$ cat config.mk
export PLATFORM = sky130hd
export DESIGN_NAME = multi_edge_detect
export DESIGN_NICKNAME = d
export VERILOG_FILES = /design/src/rtl/multi_edge_pkg.sv /design/src/rtl/edge_chan.sv /design/src/rtl/multi_edge_detect.sv
export SDC_FILE = /design/constraint.sdc
export NUM_CORES = 1
export LEC_CHECK = 0
export BUFFER_PORTS_ARGS = -buffer_cell sky130_fd_sc_hd__buf_2
export CAP_MARGIN = 20
export CORE_ASPECT_RATIO = 0.75
export CORE_MARGIN = 2
export CORE_UTILIZATION = 50
export CTS_CLUSTER_DIAMETER = 50
export DETAILED_ROUTE_END_ITERATION = 16
export MAX_ROUTING_LAYER = met4
export PLACE_DENSITY_LB_ADDON = 0.1
export SLEW_MARGIN = 10
export SYNTH_ARGS = -nofsm -noshare
export SYNTH_HDL_FRONTEND = slang
export SYNTH_SLANG_ARGS = --single-unit
export TNS_END_PERCENT = 50
$ cat constraint.sdc
create_clock -name clk -period 2.2 [get_ports clk]
set_input_delay 0.44 -clock clk [delete_from_list [all_inputs] [get_ports clk]]
set_output_delay 0.44 -clock clk [all_outputs]
set_load 0.02 [all_outputs]
$ cat src/rtl/multi_edge_pkg.sv
// Shared definitions for the multi-channel edge detector.
package multi_edge_pkg;

    // Per-channel mode encoding, one 2-bit field per channel on the mode bus.
    localparam logic [1:0] MODE_OFF  = 2'b00;
    localparam logic [1:0] MODE_RISE = 2'b01;
    localparam logic [1:0] MODE_FALL = 2'b10;
    localparam logic [1:0] MODE_BOTH = 2'b11;

    // Ceiling log2 for sizing counters from parameters (clog2(1) = 0).
    function automatic int clog2(input int value);
        int result;
        int rem;
        result = 0;
        rem    = value - 1;
        while (rem > 0) begin
            result = result + 1;
            rem    = rem >> 1;
        end
        return result;
    endfunction

endpackage

$ cat src/rtl/edge_chan.sv
// One edge-detect channel: synchroniser, glitch filter, rise/fall detection,
// mode qualification, sticky event flag and saturating edge counter.
//
// Output protocol: level, rise, fall and edge_pulse are registered. rise,
// fall and edge_pulse are one-cycle "valid" strobes with no back-pressure
// (no ready); a consumer must sample them on every clock edge or lose them.
// event_flag and edge_cnt hold the result until cleared.
module edge_chan
    import multi_edge_pkg::*;
#(
    parameter int SYNC_STAGES = 2,
    parameter int FILT_CYC    = 3,
    parameter int CNT_W       = 8
) (
    input  logic             clk,
    input  logic             rst,
    input  logic             din,
    input  logic [1:0]       mode,
    input  logic             flag_clr,
    input  logic             cnt_clr,
    output logic             level,
    output logic             edge_pulse,
    output logic             rise,
    output logic             fall,
    output logic             event_flag,
    output logic             flag_next,
    output logic [CNT_W-1:0] edge_cnt
);

    localparam int               FC_W    = clog2(FILT_CYC) + 1;
    localparam logic [FC_W-1:0]  FC_LAST = FC_W'(FILT_CYC - 1);
    localparam logic [CNT_W-1:0] CNT_MAX = '1;

    logic [SYNC_STAGES-1:0] sync_q, sync_d;
    logic                   s;
    logic [FC_W-1:0]        fc_q, fc_d;
    logic                   level_q, level_d;
    logic                   rise_q, rise_d;
    logic                   fall_q, fall_d;
    logic                   edge_q, edge_d;
    logic                   flag_q, flag_d;
    logic [CNT_W-1:0]       cnt_q, cnt_d;

    // Synchroniser shift chain; s is the last (metastability-safe) stage.
    always_comb begin
        sync_d = {sync_q[SYNC_STAGES-2:0], din};
        s      = sync_q[SYNC_STAGES-1];
    end

    // Glitch filter: a new level is accepted only after FILT_CYC consecutive
    // cycles of disagreement; any return to the current level restarts it.
    always_comb begin
        fc_d    = fc_q;
        level_d = level_q;
        rise_d  = 1'b0;
        fall_d  = 1'b0;
        if (s == level_q) begin
            fc_d = '0;
        end else if (fc_q == FC_LAST) begin
            level_d = s;
            fc_d    = '0;
            rise_d  = s;
            fall_d  = ~s;
        end else begin
            fc_d = fc_q + FC_W'(1);
        end
    end

    // Mode qualification, sampled in the cycle the edge is accepted.
    always_comb begin
        edge_d = 1'b0;
        case (mode)
            MODE_OFF:  edge_d = 1'b0;
            MODE_RISE: edge_d = rise_d;
            MODE_FALL: edge_d = fall_d;
            MODE_BOTH: edge_d = rise_d | fall_d;
            default:   edge_d = 1'b0;
        endcase
    end

    // Sticky flag (set beats clear) and saturating counter (clear plus
    // simultaneous edge leaves a count of one).
    always_comb begin
        flag_d = edge_d | (flag_q & ~flag_clr);
        cnt_d  = cnt_q;
        if (cnt_clr) begin
            cnt_d = edge_d ? CNT_W'(1) : '0;
        end else if (edge_d && (cnt_q != CNT_MAX)) begin
            cnt_d = cnt_q + CNT_W'(1);
        end
    end

    // State registers with synchronous reset; reset discards any pending edge.
    always_ff @(posedge clk) begin
        if (rst) begin
            sync_q  <= '0;
            fc_q    <= '0;
            level_q <= 1'b0;
            rise_q  <= 1'b0;
            fall_q  <= 1'b0;
            edge_q  <= 1'b0;
            flag_q  <= 1'b0;
            cnt_q   <= '0;
        end else begin
            sync_q  <= sync_d;
            fc_q    <= fc_d;
            level_q <= level_d;
            rise_q  <= rise_d;
            fall_q  <= fall_d;
            edge_q  <= edge_d;
            flag_q  <= flag_d;
            cnt_q   <= cnt_d;
        end
    end

    assign level      = level_q;
    assign rise       = rise_q;
    assign fall       = fall_q;
    assign edge_pulse = edge_q;
    assign event_flag = flag_q;
    assign flag_next  = flag_d;
    assign edge_cnt   = cnt_q;

endmodule

$ cat src/rtl/multi_edge_detect.sv
// N-channel edge detector: independent edge_chan instances plus a registered
// interrupt request that is the OR of all sticky event flags.
module multi_edge_detect
    import multi_edge_pkg::*;
#(
    parameter int N           = 4,
    parameter int SYNC_STAGES = 2,
    parameter int FILT_CYC    = 3,
    parameter int CNT_W       = 8
) (
    input  logic               clk,
    input  logic               rst,
    input  logic [N-1:0]       din,
    input  logic [2*N-1:0]     mode,
    input  logic [N-1:0]       flag_clr,
    input  logic [N-1:0]       cnt_clr,
    output logic [N-1:0]       level,
    output logic [N-1:0]       edge_pulse,
    output logic [N-1:0]       rise,
    output logic [N-1:0]       fall,
    output logic [N-1:0]       event_flag,
    output logic [N*CNT_W-1:0] edge_cnt,
    output logic               any_event
);

    logic [N-1:0] flag_next;
    logic         any_q, any_d;

    for (genvar i = 0; i < N; i++) begin : g_chan
        edge_chan #(
            .SYNC_STAGES (SYNC_STAGES),
            .FILT_CYC    (FILT_CYC),
            .CNT_W       (CNT_W)
        ) u_chan (
            .clk        (clk),
            .rst        (rst),
            .din        (din[i]),
            .mode       (mode[2*i +: 2]),
            .flag_clr   (flag_clr[i]),
            .cnt_clr    (cnt_clr[i]),
            .level      (level[i]),
            .edge_pulse (edge_pulse[i]),
            .rise       (rise[i]),
            .fall       (fall[i]),
            .event_flag (event_flag[i]),
            .flag_next  (flag_next[i]),
            .edge_cnt   (edge_cnt[i*CNT_W +: CNT_W])
        );
    end

    // Built from the flags' next state so the request rises with the first flag.
    always_comb begin
        any_d = |flag_next;
    end

    // Registered interrupt request.
    always_ff @(posedge clk) begin
        if (rst) begin
            any_q <= 1'b0;
        end else begin
            any_q <= any_d;
        end
    end

    assign any_event = any_q;

endmodule

==> reports/results.ini, run 1 <==
[layout]
num-nets-final = 464
diodes = 0
final_common_cell = buf_2
drive_gt1_frac = 0.223
area_delta_synth_final_pct = 14.4
final_cell_mix = buf_2 (74), dfxtp_1 (73), a21oi_1 (32)
final_util = 0.600

[drt]
drt_iter0_markers = 150
wirelength_mm = 6.77
num_vias = 2820
wl_per_cell_um = 13.1
ant_nets = 0
drc = 0
vias_per_cell = 5.47
first_pass_iters = 4

[yosys]
syn_nets = 412
syn_avg_cell_area_um2 = 8.89
synth_edf_count = 0
ys_async_sr_fraction = 0
yosys_warnings = 0
synth_seq_cells = 73
seq_area_frac_synth = 0.435
synthesis.area_um2 = 3360
ys_types = 51
synthCells = 378
ys.flop_type = dfxtp_1

[setup_path]
arrival_ps = 2150
path_cells = ha_1, nand2_1, or3_1, a2111oi_0, a211o_1
critPathBufInv = 0
critPathTopFamily = simple AND/OR/NAND/NOR gates
worstSetupPathType = register to register
slowest_delay_ps = 450
path_max_fanout = 6
cp_data_required_time_ps = 2490
critPathLaunchType = register
end_kind = register
critPathSlowestCell = or3_1

[global_route]
grt_max_degree = 30
grt_pass1_vias = 2494
antenna_found_initial = 0
overflow = 0
grt.total_usage = 0.191
grt_use_met1 = 0.235
top_usage_layer = met2
grt_pass1_wl_mm = 11.0
grtUsageMet3 = 0.0539
grt_use_met2 = 0.304

[power_and_ir_drop]
leakage_nw = 1.58
p_per_area_nw_per_um2 = 667
max-vdd-ir-drop_v = 0.000431

[sta]
rsz0062_at_grt = false
timing.fmax_ghz = 0.538
min_period_over_period = 0.845
fin_skew_ps = 11.4
finalMaxSlewViolations = 0
period_needed_ps = 1860
relSlewSlack = 0.617
tightest_slew_ps = 571
setup_viol = 0
finalSetupTns_ps = 0
hold_viol_final = 0

[outcome]
outcome = complete, no violations

[die]
num_io_pins = 75
num_rows = 25
die_h_um = 75.0
initial_core_util = 0.524
die_area_um2 = 7400
core_area_um2 = 6410
die_w_um = 98.7

[job]
max_cap_violations = 0

[placed_design]
place.gp.congestion = 0.791
io_buffers = 74
dp_hpwl_mm = 4.87

[clocking]
cts_tree = yes
h-tree-depth = 3
cts_made_buffers = 9
clk_pin_slew_ps = 70
cts-root-buf = clkbuf_8
ctsHoldBuffers = 0
clockBufferDepth = 2
clock_sinks = 73
cts-resized-gates = 0
cts_setup_buffers = 0
clock_latency_ps = 340

[min_path]
hold_class = input pin to register

==> where the power goes <==
part           internal (mW)  total (mW)  switching [mW]  leakage [nW]
Combinational         0.0320      0.0732          0.0411         0.880
Sequential              1.33        1.34         0.00574         0.590
Clock                  0.703        1.16           0.455         0.111
==> stage by stage <==
step	setup slack, ps	hold slack (ps)	total power [mW]	cells	instance area [um2]
CTS	335	279	2.60	516	3850
floorplan	361	414	1.41	378	3360
global placement	437	420	1.44	500	3620
finish	341	297	2.57	516	3850
global route	147	299	2.66	516	3850
detailed placement	371	425	1.44	500	3620
==> Yosys cell counts, drive strengths merged, types with 2 or more instances <==
master / number / area [um2]
dfxtp: 73 / 1460
a21oi: 32 / 160
buf: 29 / 201
nor2: 29 / 109
nand2: 20 / 75.1
nand3: 16 / 80.1
nor2b: 15 / 93.8
nor3: 15 / 75.1
inv: 13 / 48.8
ha: 12 / 150
nand2b: 12 / 75.1
or4: 10 / 75.1
mux2i: 9 / 90.1
o21ai: 9 / 45.0
nand3b: 8 / 60.1
o41ai: 7 / 61.3
or3: 7 / 43.8
clkbuf: 6 / 22.5
o31ai: 6 / 45.0
and3: 5 / 31.3
and4: 4 / 38.8
nand4: 4 / 25.0
or2: 4 / 25.0
a21o: 3 / 22.5
a41oi: 3 / 26.3
o311ai: 3 / 26.3
a31oi: 2 / 12.5
and2: 2 / 13.8
and3b: 2 / 17.5
nor3b: 2 / 15.0
nor4: 2 / 12.5
o21a: 2 / 15.0
==> worst reg2reg max path, stage by stage, from the launching register on <==
cell,delay (ps)
dfxtp_1,410
ha_1,260
nand2_1,120
or3_1,450
a2111oi_0,420
a211o_1,150
==> sequential cells by signal, summed over array words and instances, names as in the netlist <==
register and flops:
any_event 1, g_chan.u_chan.edge_cnt 32, g_chan.u_chan.edge_pulse 4, g_chan.u_chan.event_flag 4, g_chan.u_chan.fall 4, g_chan.u_chan.fc_q 12, g_chan.u_chan.level 4, g_chan.u_chan.rise 4
g_chan.u_chan.sync_q 8
==> cell families (layout without fill, tap and decap cells) <==
group,after synthesis,after routing,share of synthesized area
buffers and inverters,48,105,0.0811
multiplexers,10,10,0.0301
AO/OA/AOI/OAI,75,75,0.144
adder cells (fa/ha/maj),12,12,0.0447
flip-flops,73,73,0.435
AND/OR/NAND/NOR,160,160,0.266
==> layout make-up <==
class                      count  area [um2]
multi-input combinational    257        1630
inverter                      13        48.8
fill                         597        2560
clock buffer                  14         163
sequential                    73        1460
clock inverter                 2        60.1
tap                           81         101
timing repair buffer          76         385
==> metal layers <==
layer	wire length (um)	share of wire	vias to the layer above
met2	3130	0.46	74
met4	38	0.0056	0
li1	-	-	1447
met1	3220	0.48	1292
met5	0	0	-
met3	374	0.055	7
==> final timing paths <==
kind                                                  start                                         to  slack [ps]  cells past startpoint
setup reg to reg  g_chan[0].u_chan.edge_cnt[0]$_SDFFE_PP0P_  g_chan[0].u_chan.edge_cnt[0]$_SDFFE_PP0P_         340                      5
hold / removal                                       din[3]      g_chan[3].u_chan.sync_q[0]$_SDFF_PP0_         300                      2
setup / recovery  g_chan[0].u_chan.edge_cnt[0]$_SDFFE_PP0P_  g_chan[0].u_chan.edge_cnt[0]$_SDFFE_PP0P_         340                      5
hold reg to reg       g_chan[0].u_chan.sync_q[0]$_SDFF_PP0_      g_chan[0].u_chan.sync_q[1]$_SDFF_PP0_         440                      1
(Power assumes the default switching activity.)
==> run 2: changes to the inputs <==
--- a/config.mk
+++ b/config.mk
@@ -9,7 +9,7 @@
 export CAP_MARGIN = 20
 export CORE_ASPECT_RATIO = 0.75
 export CORE_MARGIN = 2
-export CORE_UTILIZATION = 50
+export CORE_UTILIZATION = 49
 export CTS_CLUSTER_DIAMETER = 50
 export DETAILED_ROUTE_END_ITERATION = 16
 export MAX_ROUTING_LAYER = met4
==> constraint.sdc (replaced) <==
create_clock -name clk -period 1.6 [get_ports clk]
set_input_delay 0.32 -clock clk [delete_from_list [all_inputs] [get_ports clk]]
set_output_delay 0.32 -clock clk [all_outputs]
set_load 0.02 [all_outputs]
==> run 2 against run 1 <==
- via count rose by 8.2%
- final cell count rose by 8.1%
- sequential power rose by 37%
- cell area rose by 14%
- total power rose by 32%
- worst hold slack got worse by 110 ps
- core utilization rose by 5.3 points
- non-clock buffer count rose by 39
- sequential cell count did not move
==> reports/results.ini, run 2 (synthesis gave the netlist of run 1 again) <==
[placed_design]
io_buffers = 74
place.gp.congestion = 0.860
postPlaceCellArea_um2 = 3970
dp_hpwl_mm = 5.68

[drt]
drt_iter0_markers = 74
drc = 0
ant_nets = 0
first_pass_iters = 5
vias_per_cell = 5.47
num_vias = 3052
wirelength_mm = 8.04
wl_per_cell_um = 14.4

[clocking]
cts_tree = yes
ctsHoldBuffers = 0
clock_sinks = 73
cts-root-buf = clkbuf_8
clk_pin_slew_ps = 70
clock_latency_ps = 350
cts_made_buffers = 9
h-tree-depth = 3
clockBufferDepth = 2

[sta]
finalSetupTns_ps = 0
relSlewSlack = 0.762
period_needed_ps = 1570
min_period_over_period = 0.983
hold_viol_final = 0
timing.fmax_ghz = 0.636
setup_viol = 0
tightest_slew_ps = 353
fin_skew_ps = 10.1
finalMaxSlewViolations = 0
rsz0062_at_grt = true

[global_route]
antenna_found_initial = 0
grt_max_degree = 18
overflow = 0
grt.total_usage = 0.211
grt_pass1_wl_mm = 12.1
grt_pass1_vias = 2642

[setup_path]
reg2reg_slack_ps = 30
end_kind = register
path_cells = nand3b_1, a21o_4, or4_1, a21oi_1
slowest_delay_ps = 520
arrival_ps = 1840
critPathSlowestCell = or4_1
worstRegToRegCells = 4
path_max_fanout = 5
cp_data_required_time_ps = 1870
critPathLaunchType = register
r2r_start = g_chan[2].u_chan.sync_q[1]$_SDFF_PP0_
reg2reg_to = g_chan[2].u_chan.edge_cnt[3]$_SDFFE_PP0P_
worstSetupPathType = register to register

[outcome]
outcome = complete, no violations

[min_path]
hp-start = din[2]
hold_class = input pin to register
min_path_cells = 2
hold_end = g_chan[2].u_chan.sync_q[0]$_SDFF_PP0_

[layout]
area_delta_synth_final_pct = 30.7
design_area_um2 = 4390
num-nets-final = 504
final_cell_mix = buf_2 (74), dfxtp_1 (58), buf_4 (41)
largest_reg_flops = 32
final_common_cell = buf_2
drive_gt1_frac = 0.397
diodes = 0

[die]
core_area_um2 = 6730
die_w_um = 99.6
die_area_um2 = 7550
num_io_pins = 75
num_rows = 26
die_h_um = 75.7
initial_core_util = 0.499

[power_and_ir_drop]
leakage_nw = 1.77
p_total_mw = 3.39
max-vdd-ir-drop_v = 0.000485
p_per_area_nw_per_um2 = 772

[job]
max_cap_violations = 0

[run 2: cell count changes in the layout (fill, tap and decap cells not counted), sizes merged]
cell | before | now
bufinv | 2 | 1
buf | 76 | 115
clkbuf | 14 | 13
a21o | 3 | 4
clkinvlp | 0 | 1
[run 2: how the worst max path moves through the flow]
stage / start / end / slack [ps] / cells after the start
2_1_floorplan: g_chan[1].u_chan.fc_q[0]$_SDFF_PP0_ / g_chan[1].u_chan.edge_cnt[7]$_SDFFE_PP0P_ / -40 / 7
3_3_place_gp: g_chan[2].u_chan.edge_cnt[0]$_SDFFE_PP0P_ / g_chan[2].u_chan.edge_cnt[5]$_SDFFE_PP0P_ / -30 / 5
3_5_place_dp: g_chan[0].u_chan.edge_cnt[1]$_SDFFE_PP0P_ / g_chan[0].u_chan.edge_cnt[0]$_SDFFE_PP0P_ / -20 / 5
4_1_cts: g_chan[2].u_chan.edge_cnt[0]$_SDFFE_PP0P_ / g_chan[2].u_chan.edge_cnt[3]$_SDFFE_PP0P_ / 1 / 5
5_1_grt: g_chan[2].u_chan.sync_q[1]$_SDFF_PP0_ / g_chan[2].u_chan.edge_cnt[3]$_SDFFE_PP0P_ / -30 / 4
6_report: g_chan[2].u_chan.sync_q[1]$_SDFF_PP0_ / g_chan[2].u_chan.edge_cnt[3]$_SDFFE_PP0P_ / 30 / 4
[run 2: layout make-up]
cell class                      count  area (um2)
Tap cell                           84         105
Multi-Input combinational cell    258        1870
Sequential cell                    73        1500
Timing Repair Buffer              115         678
Fill cell                         562        2340
Inverter                           13        48.8
Clock buffer                       13         159
Clock inverter                      2        37.5
[run 2: worst max-delay path: cells and delay by family (launching register included)]
family           cells  cell delay [ps]
AO/OA/AOI/OAI        2              410
flip-flops           1              340
AND/OR/NAND/NOR      2              750
[run 2: per-layer routing]
| metal | global-route usage | wire length (um) |
|---|---|---|
| met5 | - | 0 |
| met4 | 0.0639 | 83 |
| met3 | 0.0679 | 444 |
| met2 | 0.313 | 3640 |
| met1 | 0.276 | 3880 |
[run 2: where the power goes]
| group | total [mW] | internal [mW] | switching, mW | leakage (nW) |
|---|---|---|---|---|
| sequential | 1.83 | 1.82 | 0.00807 | 0.599 |
| combinational | 0.118 | 0.0510 | 0.0668 | 1.08 |
| clock | 1.45 | 0.799 | 0.647 | 0.0957 |
[run 2: repair_timing]
action	CTS	global route
cloned	0	1
buffers inserted	0	4
pin swaps	2	9
resized for setup	6	38
endpoints found under the setup margin	6	19
[run 2: metrics by stage]
stage,hold slack (ps),cells,utilization,worst slack [ps]
finish,186,558,0.653,27.7
global route,187,558,0.653,-33.7
CTS,175,553,0.623,1.34
detailed placement,434,538,0.589,-17.9
global placement,423,538,0.589,-33.9
floorplan,414,378,-,-44.6
